===== config.mk =====
export PLATFORM = sky130hd
export DESIGN_NAME = hub75_fb_rowloader
export DESIGN_NICKNAME = d
export VERILOG_FILES = /design/src/rtl/hub75_fb_rowloader_pkg.sv /design/src/rtl/hub75_fb_rowloader.sv
export SDC_FILE = /design/constraint.sdc
export NUM_CORES = 1
export LEC_CHECK = 0
export ABC_AREA = 1
export CORE_ASPECT_RATIO = 0.9
export CORE_UTILIZATION = 35
export CTS_CLUSTER_SIZE = 40
export DETAILED_ROUTE_END_ITERATION = 8
export HOLD_SLACK_MARGIN = 0.1
export SLEW_MARGIN = 20
export SYNTH_ARGS = -nofsm -noshare
export SYNTH_HDL_FRONTEND = slang
export SYNTH_SLANG_ARGS = --single-unit
export TNS_END_PERCENT = 5

===== constraint.sdc =====
create_clock -name clk -period 2.4 [get_ports clk]
set_input_delay 0.72 -clock clk [delete_from_list [all_inputs] [get_ports clk]]
set_output_delay 0.72 -clock clk [all_outputs]
set_load 0.03 [all_outputs]

===== src/rtl/hub75_fb_rowloader_pkg.sv =====
// -----------------------------------------------------------------------------
// hub75_fb_rowloader_pkg
//   Shared definitions for the HUB75 frame-buffer row loader:
//   - state_e      : row-loader sequencing states (FILL / WAIT / COMMIT)
//   - DEF_*        : default panel geometry and pixel width
//   - frame_lines(): number of lines in one frame (banks * rows per bank)
// -----------------------------------------------------------------------------
package hub75_fb_rowloader_pkg;

  typedef enum logic [1:0] {
    ST_FILL   = 2'd0,  // accepting pixels of the current line
    ST_WAIT   = 2'd1,  // line complete, waiting for the write-in stage
    ST_COMMIT = 2'd2   // swap+store pulse is on the outputs
  } state_e;

  localparam int DEF_N_BANKS  = 2;
  localparam int DEF_N_ROWS   = 32;
  localparam int DEF_N_COLS   = 64;
  localparam int DEF_BITDEPTH = 24;

  // Lines per frame; the line index wraps after this many commits.
  function automatic int frame_lines(input int n_banks, input int n_rows);
    return n_banks * n_rows;
  endfunction

endpackage


===== src/rtl/hub75_fb_rowloader.sv =====
// -----------------------------------------------------------------------------
// hub75_fb_rowloader
//   Turns a raster pixel stream (valid/ready, SOF/EOL framing) into line-buffer
//   writes plus a swap+store commit per line for the frame-buffer write-in
//   stage. The stream is stalled while a finished line waits to be committed.
//
// Ports
//   clk, rst_n        clock, asynchronous active-low reset
//   in_data/in_sof/in_eol/in_valid/in_ready
//                     pixel stream; a beat is taken when in_valid & in_ready
//   wr_data/wr_col_addr/wr_en
//                     line-buffer write port, registered (1 cycle after beat)
//   wr_row_swap/wr_row_store/wr_bank_addr/wr_row_addr
//                     1-cycle commit pulses with the bank/row of the line
//   wr_row_rdy        write-in stage idle, a store may be issued
//   frame_done        1-cycle pulse with the commit of the last frame line
//   overflow          sticky: some line carried more than N_COLS pixels
// -----------------------------------------------------------------------------
module hub75_fb_rowloader
  import hub75_fb_rowloader_pkg::*;
#(
  parameter int N_BANKS     = DEF_N_BANKS,
  parameter int N_ROWS      = DEF_N_ROWS,
  parameter int N_COLS      = DEF_N_COLS,
  parameter int BITDEPTH    = DEF_BITDEPTH,
  parameter int LOG_N_BANKS = $clog2(N_BANKS),
  parameter int LOG_N_ROWS  = $clog2(N_ROWS),
  parameter int LOG_N_COLS  = $clog2(N_COLS)
) (
  input  logic                   clk,
  input  logic                   rst_n,
  input  logic [BITDEPTH-1:0]    in_data,
  input  logic                   in_sof,
  input  logic                   in_eol,
  input  logic                   in_valid,
  output logic                   in_ready,
  output logic [LOG_N_BANKS-1:0] wr_bank_addr,
  output logic [LOG_N_ROWS-1:0]  wr_row_addr,
  output logic                   wr_row_store,
  input  logic                   wr_row_rdy,
  output logic                   wr_row_swap,
  output logic [BITDEPTH-1:0]    wr_data,
  output logic [LOG_N_COLS-1:0]  wr_col_addr,
  output logic                   wr_en,
  output logic                   frame_done,
  output logic                   overflow
);

  localparam int Y_W     = LOG_N_BANKS + LOG_N_ROWS;
  localparam int N_LINES = frame_lines(N_BANKS, N_ROWS);
  localparam logic [Y_W-1:0]      Y_LAST  = Y_W'(N_LINES - 1);
  // Column counter carries one extra bit so it can rest at N_COLS (saturated).
  localparam logic [LOG_N_COLS:0] COL_END = (LOG_N_COLS + 1)'(N_COLS);

  state_e                 state_q, state_d;
  logic [LOG_N_COLS:0]    col_q, col_d;
  logic [Y_W-1:0]         y_q, y_d;
  logic                   guard_q, guard_d;
  logic                   wr_en_q, wr_en_d;
  logic [BITDEPTH-1:0]    wr_data_q, wr_data_d;
  logic [LOG_N_COLS-1:0]  wr_col_q, wr_col_d;
  logic                   commit_q, commit_d;
  logic [LOG_N_BANKS-1:0] bank_q, bank_d;
  logic [LOG_N_ROWS-1:0]  row_q, row_d;
  logic                   frame_done_q, frame_done_d;
  logic                   overflow_q, overflow_d;

  // Effective column / line index of an accepted beat (SOF restarts both).
  logic [LOG_N_COLS:0]    col_eff;
  logic [Y_W-1:0]         y_eff;
  logic                   acc;

  assign in_ready = (state_q == ST_FILL);
  assign acc      = in_valid && in_ready;

  always_comb begin
    state_d      = state_q;
    col_d        = col_q;
    y_d          = y_q;
    wr_en_d      = 1'b0;
    wr_data_d    = wr_data_q;
    wr_col_d     = wr_col_q;
    commit_d     = 1'b0;
    bank_d       = bank_q;
    row_d        = row_q;
    frame_done_d = 1'b0;
    overflow_d   = overflow_q;
    // The write-in stage updates its ready flag one cycle after a store,
    // so its rdy is not trusted in the cycle right after our pulse.
    guard_d      = commit_q;
    col_eff      = in_sof ? '0 : col_q;
    y_eff        = in_sof ? '0 : y_q;

    unique case (state_q)
      ST_FILL: begin
        if (acc) begin
          // A SOF discards any partial line: only the index is reset, nothing
          // is committed for the abandoned row.
          y_d = y_eff;
          if (col_eff < COL_END) begin
            wr_en_d   = 1'b1;
            wr_data_d = in_data;
            wr_col_d  = col_eff[LOG_N_COLS-1:0];
            col_d     = col_eff + 1'b1;
          end else begin
            // Line longer than the buffer: drop the pixel, flag it forever.
            overflow_d = 1'b1;
            col_d      = col_eff;
          end
          if (in_eol) begin
            state_d = ST_WAIT;
            col_d   = '0;
          end
        end
      end

      ST_WAIT: begin
        if (!guard_q && wr_row_rdy) begin
          // Pulses are registered on entry so they line up with COMMIT;
          // the line index advances at the same time.
          state_d  = ST_COMMIT;
          commit_d = 1'b1;
          bank_d   = y_q[Y_W-1 -: LOG_N_BANKS];
          row_d    = y_q[LOG_N_ROWS-1:0];
          if (y_q == Y_LAST) begin
            frame_done_d = 1'b1;
            y_d          = '0;
          end else begin
            y_d = y_q + 1'b1;
          end
        end
      end

      ST_COMMIT: begin
        state_d = ST_FILL;
      end

      default: begin
        state_d = ST_FILL;
      end
    endcase
  end

  always_ff @(posedge clk or negedge rst_n) begin
    if (!rst_n) begin
      state_q      <= ST_FILL;
      col_q        <= '0;
      y_q          <= '0;
      guard_q      <= 1'b0;
      wr_en_q      <= 1'b0;
      wr_data_q    <= '0;
      wr_col_q     <= '0;
      commit_q     <= 1'b0;
      bank_q       <= '0;
      row_q        <= '0;
      frame_done_q <= 1'b0;
      overflow_q   <= 1'b0;
    end else begin
      state_q      <= state_d;
      col_q        <= col_d;
      y_q          <= y_d;
      guard_q      <= guard_d;
      wr_en_q      <= wr_en_d;
      wr_data_q    <= wr_data_d;
      wr_col_q     <= wr_col_d;
      commit_q     <= commit_d;
      bank_q       <= bank_d;
      row_q        <= row_d;
      frame_done_q <= frame_done_d;
      overflow_q   <= overflow_d;
    end
  end

  assign wr_en        = wr_en_q;
  assign wr_data      = wr_data_q;
  assign wr_col_addr  = wr_col_q;
  assign wr_row_swap  = commit_q;
  assign wr_row_store = commit_q;
  assign wr_bank_addr = bank_q;
  assign wr_row_addr  = row_q;
  assign frame_done   = frame_done_q;
  assign overflow     = overflow_q;

endmodule


# Word-level counts from Yosys, hierarchy flattened

Index checks and enable logic that the tools add are counted.

Add/subtract/negate cells: 2
Order comparisons: 1
Equality and inequality tests: 6
Multiplexer cells: 20
Bitwise logic cells: 1
Reduce and logical (&&, ||, !) cells: 11

Operator list:

| operator            | count |
|---|---|
| $mux 6              | 4 |
| $mux 7              | 3 |
| $pmux 6 s2          | 1 |
| $reduce_and 3->1    | 3 |
| $mux 1              | 8 |
| $add 7x1->7 const B | 1 |
| $lt 7x7->1 const B  | 1 |
| $add 6x1->6 const B | 1 |
| $eq 6x6->1 const B  | 1 |
| $mux 2              | 3 |
| $ne 2x2->1 const B  | 3 |
| $pmux 2 s2          | 1 |
| $reduce_and 2->1    | 2 |
| $reduce_and 4->1    | 1 |
| $eq 2x1->1 const B  | 1 |
| $logic_and 1x1->1   | 2 |
| $logic_not 2->1     | 1 |
| $ne 2x1->1 const B  | 1 |
| $reduce_bool 2->1   | 1 |
| $logic_not 1->1     | 1 |
| $not 1->1           | 1 |

Flip-flop bits (word level): 56
Bits of input ports: 30
Output and inout port bits: 42
Logic and storage cells: 53

# Logic depth before layout (Yosys ltp)

Gate-level depths: netlist (run 1).

Depth after elaboration: 5
Depth in mapped cells: 10
Depth with buffers taken out: 10

# Worst setup path after synthesis (run 1)

No wires, ideal clock.

Path kind: input -> register
Start: input port in_sof
End: register col_q[4]
Library setup time: 0.117 ns
Arrival: 1.538 ns
Required time: 2.283 ns
Setup slack: 0.744 ns
Stages on the path: 9
Path buffers: 0
Cells stage by stage: inv_1 nand2_1 inv_1 ha_1 inv_1 nor2_1 nand3_1 nand3_1 nand2_1

Longest elaborated chain between the ends: 4

Ends and longest elaborated chain:

| what                                             | line                                                 | text |
|---|---|---|
| start, declared                                  | hub75_fb_rowloader.sv:33                             | `input logic in_sof,` |
| $mux 7 (*)                                       | hub75_fb_rowloader.sv:91                             | `col_eff = in_sof ? '0 : col_q;` |
| net col_eff[1]                                   | hub75_fb_rowloader.sv:69                             | `logic [LOG_N_COLS:0] col_eff;` |
| $add 7x1->7 / $lt 7x7->1 (equally long branches) | hub75_fb_rowloader.sv:104, hub75_fb_rowloader.sv:100 |  |
| $mux 7 (*)                                       | hub75_fb_rowloader.sv:100                            | `if (col_eff < COL_END) begin` |
| $mux 7 (*)                                       | hub75_fb_rowloader.sv:110                            | `if (in_eol) begin` |
| end signal, assigned                             | hub75_fb_rowloader.sv:160                            | `col_q <= col_d;` |
| end, declared                                    | hub75_fb_rowloader.sv:56                             | `logic [LOG_N_COLS:0] col_q, col_d;` |

The timed path passes the listed nets; every way through them passes the cells marked *.
A chain may end at the register's enable or synchronous reset.

# Final worst setup path (run 1)

Start: register wr_col_q[0], in the netlist wr_col_addr[0]
End: output port wr_col_addr[0]

RTL lines:

| what                   | line                      | text |
|---|---|---|
| start, declared        | hub75_fb_rowloader.sv:61  | `logic [LOG_N_COLS-1:0] wr_col_q, wr_col_d;` |
| start signal, assigned | hub75_fb_rowloader.sv:165 | `wr_col_q <= wr_col_d;` |
| end, declared          | hub75_fb_rowloader.sv:43  | `output logic [LOG_N_COLS-1:0] wr_col_addr,` |

No word-level cell between the ends.

==> results.py, run 1 <==
metrics = {
    "clocking": {
        "cts_buffers": 5,
        "ctsHtreeMaxLevel": 2,
        "tritoncts": "yes",
        "clockBufferDepth": 2,
        "cts_hold_buffers": 0,
        "clk_pin_slew_ns": 0.09,
        "insertion_delay_ns": 0.30,
        "ctsResizeCount": 0,
        "cts_root_buf": "clkbuf_8",
        "cts_setup_buffers": 0,
        "cts.sinks": 56,
    },
    "global_routing": {
        "grt_pass1_wl_um": 8830,
        "grt_max_degree": 37,
        "grt_usage": 0.152,
        "grt.overflow.total": 0,
        "grt_pass1_vias": 1813,
        "antenna_found_initial": 0,
    },
    "worst_hold_path": {
        "hp-class": "in -> async",
    },
    "drt": {
        "via_per_inst": 4.34,
        "wl_per_cell_um": 11.7,
        "ant_nets": 0,
        "drt_iter0_drc": 68,
        "post-route-drc-count": 0,
        "drt_wl_total_um": 5260,
        "via_count": 1950,
        "dr.pass1.iters": 5,
    },
    "yosys": {
        "synth_edf_count": 0,
        "ys_ff_latch": 56,
        "synth_top_area_cell": "dfrtp_1",
        "avgSynthCellArea_um2": 8.72,
        "synth.area.top_cells": "dfrtp_1 57%, nand2_1 20%, inv_1 3.6%",
        "yosys-top-cells-count": "129 x nand2_1, 56 x dfrtp_1, 24 x inv_1",
        "synth_top_area_share": 0.566,
        "synth_area_um2": 2480,
        "synthesis.nets": 316,
        "synthDistinctLibCells": 21,
        "synthCells": 284,
        "synth.most_common_cell": "nand2_1",
        "yosys_warnings": 0,
        "ys_async_sr_fraction": 1.00,
        "ys_seq_area_frac": 0.566,
        "synth_ff_type": "dfrtp_1",
    },
    "die": {
        "rows": 28,
        "die_w_um": 90.7,
        "die_h_um": 81.8,
        "core_area_um2": 6690,
        "dieArea_um2": 7420,
        "pin_count": 72,
        "initial_utilization": 0.370,
    },
    "timing": {
        "skew_ns": 0.00646,
        "hold_violations": 0,
        "slew_violations": 0,
        "max_slew.worst_pin.slew_ns": 0.435,
        "post-route-period-util": 0.866,
        "setup-violations-final": 0,
        "setup-tns-final_ns": 0,
        "rsz0062_at_grt": "no",
        "fin_crit_ns": 2.08,
        "slew_headroom": 0.710,
        "clock.fmax_mhz": 481,
    },
    "critical_path": {
        "max_stage_delay_ns": 0.70,
        "start_kind": "flip-flop",
        "critPathKind": "reg -> out",
        "path_cells": "clkdlybuf4s50_1",
        "worst-path-buf-inv": 1,
        "cpLargestDelayFamily": "buffers and inverters",
        "critPathMaxFanout": 2,
        "cp-end-kind": "primary output",
        "worstPathRequired_ns": 1.68,
        "worstPathArrival_ns": 1.36,
        "slowest_stage": "clkdlybuf4s50_1",
    },
    "job": {
        "cap_viol_max_count": 0,
    },
    "cells_and_area": {
        "fillers": 645,
        "areaGrowthSynthToFinish_pct": 35.7,
        "post-route-util": 0.502,
        "drive_gt1_frac": 0.0724,
        "final_area_um2": 3360,
        "num_antenna_cells": 0,
        "final_nets": 390,
        "regArea_um2": 1400,
        "multi_input_area_um2": 906,
    },
    "placed_design": {
        "hpwl_um": 3800,
        "gp_congestion": 0.844,
        "place_area_um2": 3260,
        "io_buffers": 71,
    },
    "pwr": {
        "p_leak_nw": 1.64,
        "ir_drop_mv": 0.265,
        "total_power_mw": 2.77,
        "power_density_nw_per_um2": 825,
    },
    "run_status": {
        "status": "finished clean",
    },
}
[metal layers]
metal / wire length (um) / vias up / global-route usage
li1: - / 1024 / -
met1: 2770 / 864 / 0.220
met2: 2120 / 60 / 0.219
met3: 344 / 2 / 0.0454
met4: 26 / 0 / 0.0435
met5: 0 / - / 0
[worst register-to-register path, delay by kind of cell, from the launching register on]
kind / cells / cell delay [ns]
flops: 1 / 0.46
buf+inv: 1 / 0.29
simple gates: 5 / 0.65
[power breakdown]
part / switching, mW / total (mW) / internal (mW) / leakage [nW]
Clock: 0.289 / 0.524 / 0.235 / 0.0445
Combinational: 0.625 / 1.03 / 0.403 / 0.864
Sequential: 0.109 / 1.22 / 1.11 / 0.734
[metrics by stage]
stage / instances / setup slack [ns] / hold WS (ns)
6_report: 449 / 0.322 / 0.348
5_1_grt: 449 / 0.269 / 0.364
4_1_cts: 449 / 0.0345 / 0.346
3_5_place_dp: 441 / 0.152 / 0.382
3_3_place_gp: 441 / 0.194 / 0.382
2_1_floorplan: 284 / 0.744 / 0.424
[kinds of logic after synthesis]
| group | Yosys count | share of synthesized area |
|---|---|---|
| adder cells (fa/ha/maj) | 2 | 0.0101 |
| AND/OR/NAND/NOR | 169 | 0.291 |
| AO/OA/AOI/OAI | 22 | 0.0576 |
| buffers and inverters | 33 | 0.0682 |
| XOR/XNOR | 2 | 0.00708 |
| flip-flops | 56 | 0.566 |
[layout make-up]
| cell class | count | area share |
|---|---|---|
| Sequential cell | 56 | 0.417 |
| Multi-Input combinational cell | 195 | 0.270 |
| Timing Repair Buffer | 75 | 0.223 |
| Tap cell | 90 | 0.0335 |
| Inverter | 25 | 0.0287 |
| Clock buffer | 7 | 0.0257 |
| Clock inverter | 1 | 0.00223 |
[path summary, 6_finish.rpt]
kind,from,end,slack [ns],depth (start not counted)
worst max-delay path,wr_col_addr[0],wr_col_addr[0],0.32,1
worst min-delay path,rst_n,wr_data[19],0.35,1
worst max register to register,state_q[0],wr_data[13],0.96,6
worst min register to register,wr_row_store,guard_q,0.41,0
max in group asynchronous,rst_n,col_q[6],1.50,2
min in group clk,wr_row_store,guard_q,0.41,0
[cells in the final DEF, fill, tap and decap left out, types with 3 or more instances in the layout]
master / n
o21ai_1: 7
nor2_4: 4
buf_4: 3
nand2_1: 129
nand3_1: 16
inv_1: 24
clkbuf_8: 6
nor2_1: 15
o21ai_2: 5
dfrtp_1: 56
o21ai_0: 8
clkdlybuf4s50_1: 69
[flip-flops by register name, summed over array words and instances (netlist names)]
name and cells:
wr_data 24, col_q 7, wr_col_addr 6, y_q 6, wr_row_addr 5, state_q 2, frame_done 1, guard_q 1
overflow 1, wr_bank_addr 1, wr_en 1, wr_row_store 1
No activity file was read; power rests on OpenSTA's default activity.
==> run 2, diff against run 1 <==
--- a/config.mk
+++ b/config.mk
@@ -10,7 +10,7 @@
 export CORE_UTILIZATION = 35
 export CTS_CLUSTER_SIZE = 40
 export DETAILED_ROUTE_END_ITERATION = 8
-export HOLD_SLACK_MARGIN = 0.1
+export HOLD_SLACK_MARGIN = 0.03
 export SLEW_MARGIN = 20
 export SYNTH_ARGS = -nofsm -noshare
 export SYNTH_HDL_FRONTEND = slang
==> constraint.sdc (replaced) <==
create_clock -name clk -period 1.7 [get_ports clk]
set_input_delay 0.51 -clock clk [delete_from_list [all_inputs] [get_ports clk]]
set_output_delay 0.51 -clock clk [all_outputs]
set_load 0.03 [all_outputs]
==> run 2 against run 1 <==
  * Die area unchanged
  * Count of clock-buffer cells in the layout fell by 1
  * Global-route usage grew 0.68 points
  * First-iteration DRC count rose by 10%
  * Final area up 2.9%
  * Wire length rose by 4.1%
  * Non-clock buffer count is 15 higher
  * Via count grew 7.0%
  * Power is 39% higher
  * Clock power up 41%
  * Sequential share of layout area shrank 1.2 points
  * Critical path depth rose by 10
==> results.py, run 2 (same netlist as run 1, synthesis figures left out) <==
metrics = {
    "critical_path": {
        "r2r_setup_slack_ns": 0.39,
        "cp.depth": 11,
        "max_stage_delay_ns": 0.49,
        "worst-path-buf-inv": 4,
        "worstPathArrival_ns": 1.82,
        "worstPathRequired_ns": 1.90,
        "cp-end-kind": "flip-flop",
        "r2r-end": "col_q[3]",
        "reg2reg_depth": 6,
        "critPathKind": "in -> reg",
        "slowest_stage": "clkdlybuf4s50_1",
        "crit_start": "in_sof",
        "cp-endpoint": "col_q[4]",
        "start_kind": "primary input",
        "cpLargestDelayFamily": "buffers and inverters",
        "critPathMaxFanout": 4,
        "path_cells": "clkdlybuf4s50_1 > inv_1 > nand2_1 > inv_1 > ha_1 > inv_1 > nor2_4 > nand2_1 > o21ai_0 > nand3_1 > nand2_1",
        "r2r-start": "state_q[0]",
    },
    "clocking": {
        "cts_setup_buffers": 0,
        "clockBufferDepth": 2,
        "insertion_delay_ns": 0.30,
        "cts_root_buf": "clkbuf_8",
        "tritoncts": "yes",
        "cts.sinks": 56,
        "clk_pin_slew_ns": 0.11,
        "ctsHtreeMaxLevel": 2,
        "cts_buffers": 5,
        "cts_hold_buffers": 0,
    },
    "timing": {
        "slew_headroom": 0.775,
        "fin_crit_ns": 1.63,
        "clock.fmax_mhz": 615,
        "whs_ns": 0.174,
        "post-route-period-util": 0.956,
        "layout_setup_ws_ns": 0.0743,
        "max_slew.worst_pin.slew_ns": 0.339,
        "hold_violations": 0,
        "slew_violations": 0,
        "setup-violations-final": 0,
        "skew_ns": 0.0102,
    },
    "drt": {
        "ant_nets": 0,
        "dr.pass1.iters": 4,
        "via_per_inst": 4.50,
        "drt_iter0_drc": 75,
        "drt_wl_total_um": 5480,
        "wl_per_cell_um": 11.8,
        "post-route-drc-count": 0,
        "via_count": 2087,
    },
    "global_routing": {
        "antenna_found_initial": 0,
        "grt_pass1_vias": 1997,
        "grt.overflow.total": 0,
        "grt_usage": 0.159,
        "grt_max_degree": 57,
        "grt_pass1_wl_um": 9430,
    },
    "die": {
        "core_area_um2": 6690,
        "dieArea_um2": 7420,
        "pin_count": 72,
        "rows": 28,
        "die_h_um": 81.8,
        "initial_utilization": 0.370,
        "die_w_um": 90.7,
    },
    "cells_and_area": {
        "fin_cells": 464,
        "areaGrowthSynthToFinish_pct": 39.6,
        "fillers": 660,
        "largest_reg_flops": 24,
        "post-route-util": 0.517,
        "final_area_um2": 3460,
        "drive_gt1_frac": 0.115,
        "num_antenna_cells": 0,
        "multi_input_area_um2": 913,
        "final_nets": 405,
        "regArea_um2": 1400,
        "final_common_cell": "nand2_1",
        "final_cell_mix": "129 x nand2_1, 56 x dfrtp_1, 41 x dlygate4sd2_1, 28 x clkdlybuf4s50_1, 24 x inv_1",
    },
    "placed_design": {
        "place_ws_ns": -0.228,
        "dp_cells": 456,
        "gp_congestion": 0.902,
        "io_buffers": 71,
        "place_area_um2": 3410,
        "hpwl_um": 3900,
    },
    "pwr": {
        "p_leak_nw": 1.84,
        "power_density_nw_per_um2": 1110,
        "ir_drop_mv": 0.357,
    },
    "worst_hold_path": {
        "hp-class": "in -> async",
    },
    "job": {
        "cap_viol_max_count": 0,
    },
    "run_status": {
        "status": "finished clean",
    },
}
## run 2: cell types whose count changed in the layout (fill, tap and decap cells not counted)
cell and delta:
buf_12 +3, dlymetal6s2s_1 -1, clkinv_4 +1, clkbuf_8 -1, nor2_4 +1, dlygate4sd2_1 +41, clkdlybuf4s50_1 -41, nor2_1 -1
buf_4 +13
## run 2: how the worst min path moves through the flow
stage                        endpoint  slack (ns)  cells after the start
after CTS                 wr_data[14]        0.20                      2
final                     wr_data[14]        0.17                      2
after global placement        guard_q        0.38                      0
after floorplan              col_q[0]        0.21                      0
after detailed placement      guard_q        0.38                      0
after global routing      wr_data[14]        0.21                      2
## run 2: what timing repair did
item                                    CTS  global route
endpoints found under the setup margin   41             1
endpoints found under the hold margin     0             0
resized for setup                        41             2
pin swaps                                 0             1
## run 2: metal layers
layer	GRT usage	share of wire	wire (um)	vias to the layer above
li1	-	-	-	1055
met1	0.224	0.51	2800	958
met2	0.251	0.42	2300	72
met3	0.0389	0.066	362	2
met4	0.0290	0.0029	16	0
met5	0	0	0	-
## run 2: layout make-up
| type | instances | area share |
|---|---|---|
| sequential | 56 | 0.405 |
| multi-input combinational | 195 | 0.264 |
| timing repair buffer | 90 | 0.244 |
| tap | 90 | 0.0326 |
| inverter | 25 | 0.0279 |
| clock buffer | 6 | 0.0210 |
| clock inverter | 2 | 0.00471 |
## run 2: power by group
group / leakage (nW) / switching (mW) / internal (mW)
sequential: 0.734 / 0.144 / 1.57
combinational: 1.07 / 0.900 / 0.500
clock: 0.0414 / 0.444 / 0.295
total: 1.84 / 1.49 / 2.36
## run 2: per-stage QoR
stage               total power [mW]  setup TNS [ns]
finish                          3.85               0
global route                    4.09        -0.00351
CTS                             3.91               0
detailed placement              3.32           -4.52
global placement                3.30           -4.25
floorplan                       2.61               0
==> run 3, diff against run 2 <==
--- a/config.mk
+++ b/config.mk
@@ -10,6 +10,7 @@
 export CORE_UTILIZATION = 35
 export CTS_CLUSTER_SIZE = 40
 export DETAILED_ROUTE_END_ITERATION = 8
+export GPL_ROUTABILITY_DRIVEN = 1
 export HOLD_SLACK_MARGIN = 0.03
 export SLEW_MARGIN = 20
 export SYNTH_ARGS = -nofsm -noshare
==> results of run 3 <==
Same layout as run 2: the final DEF is identical, and so are final timing and power.
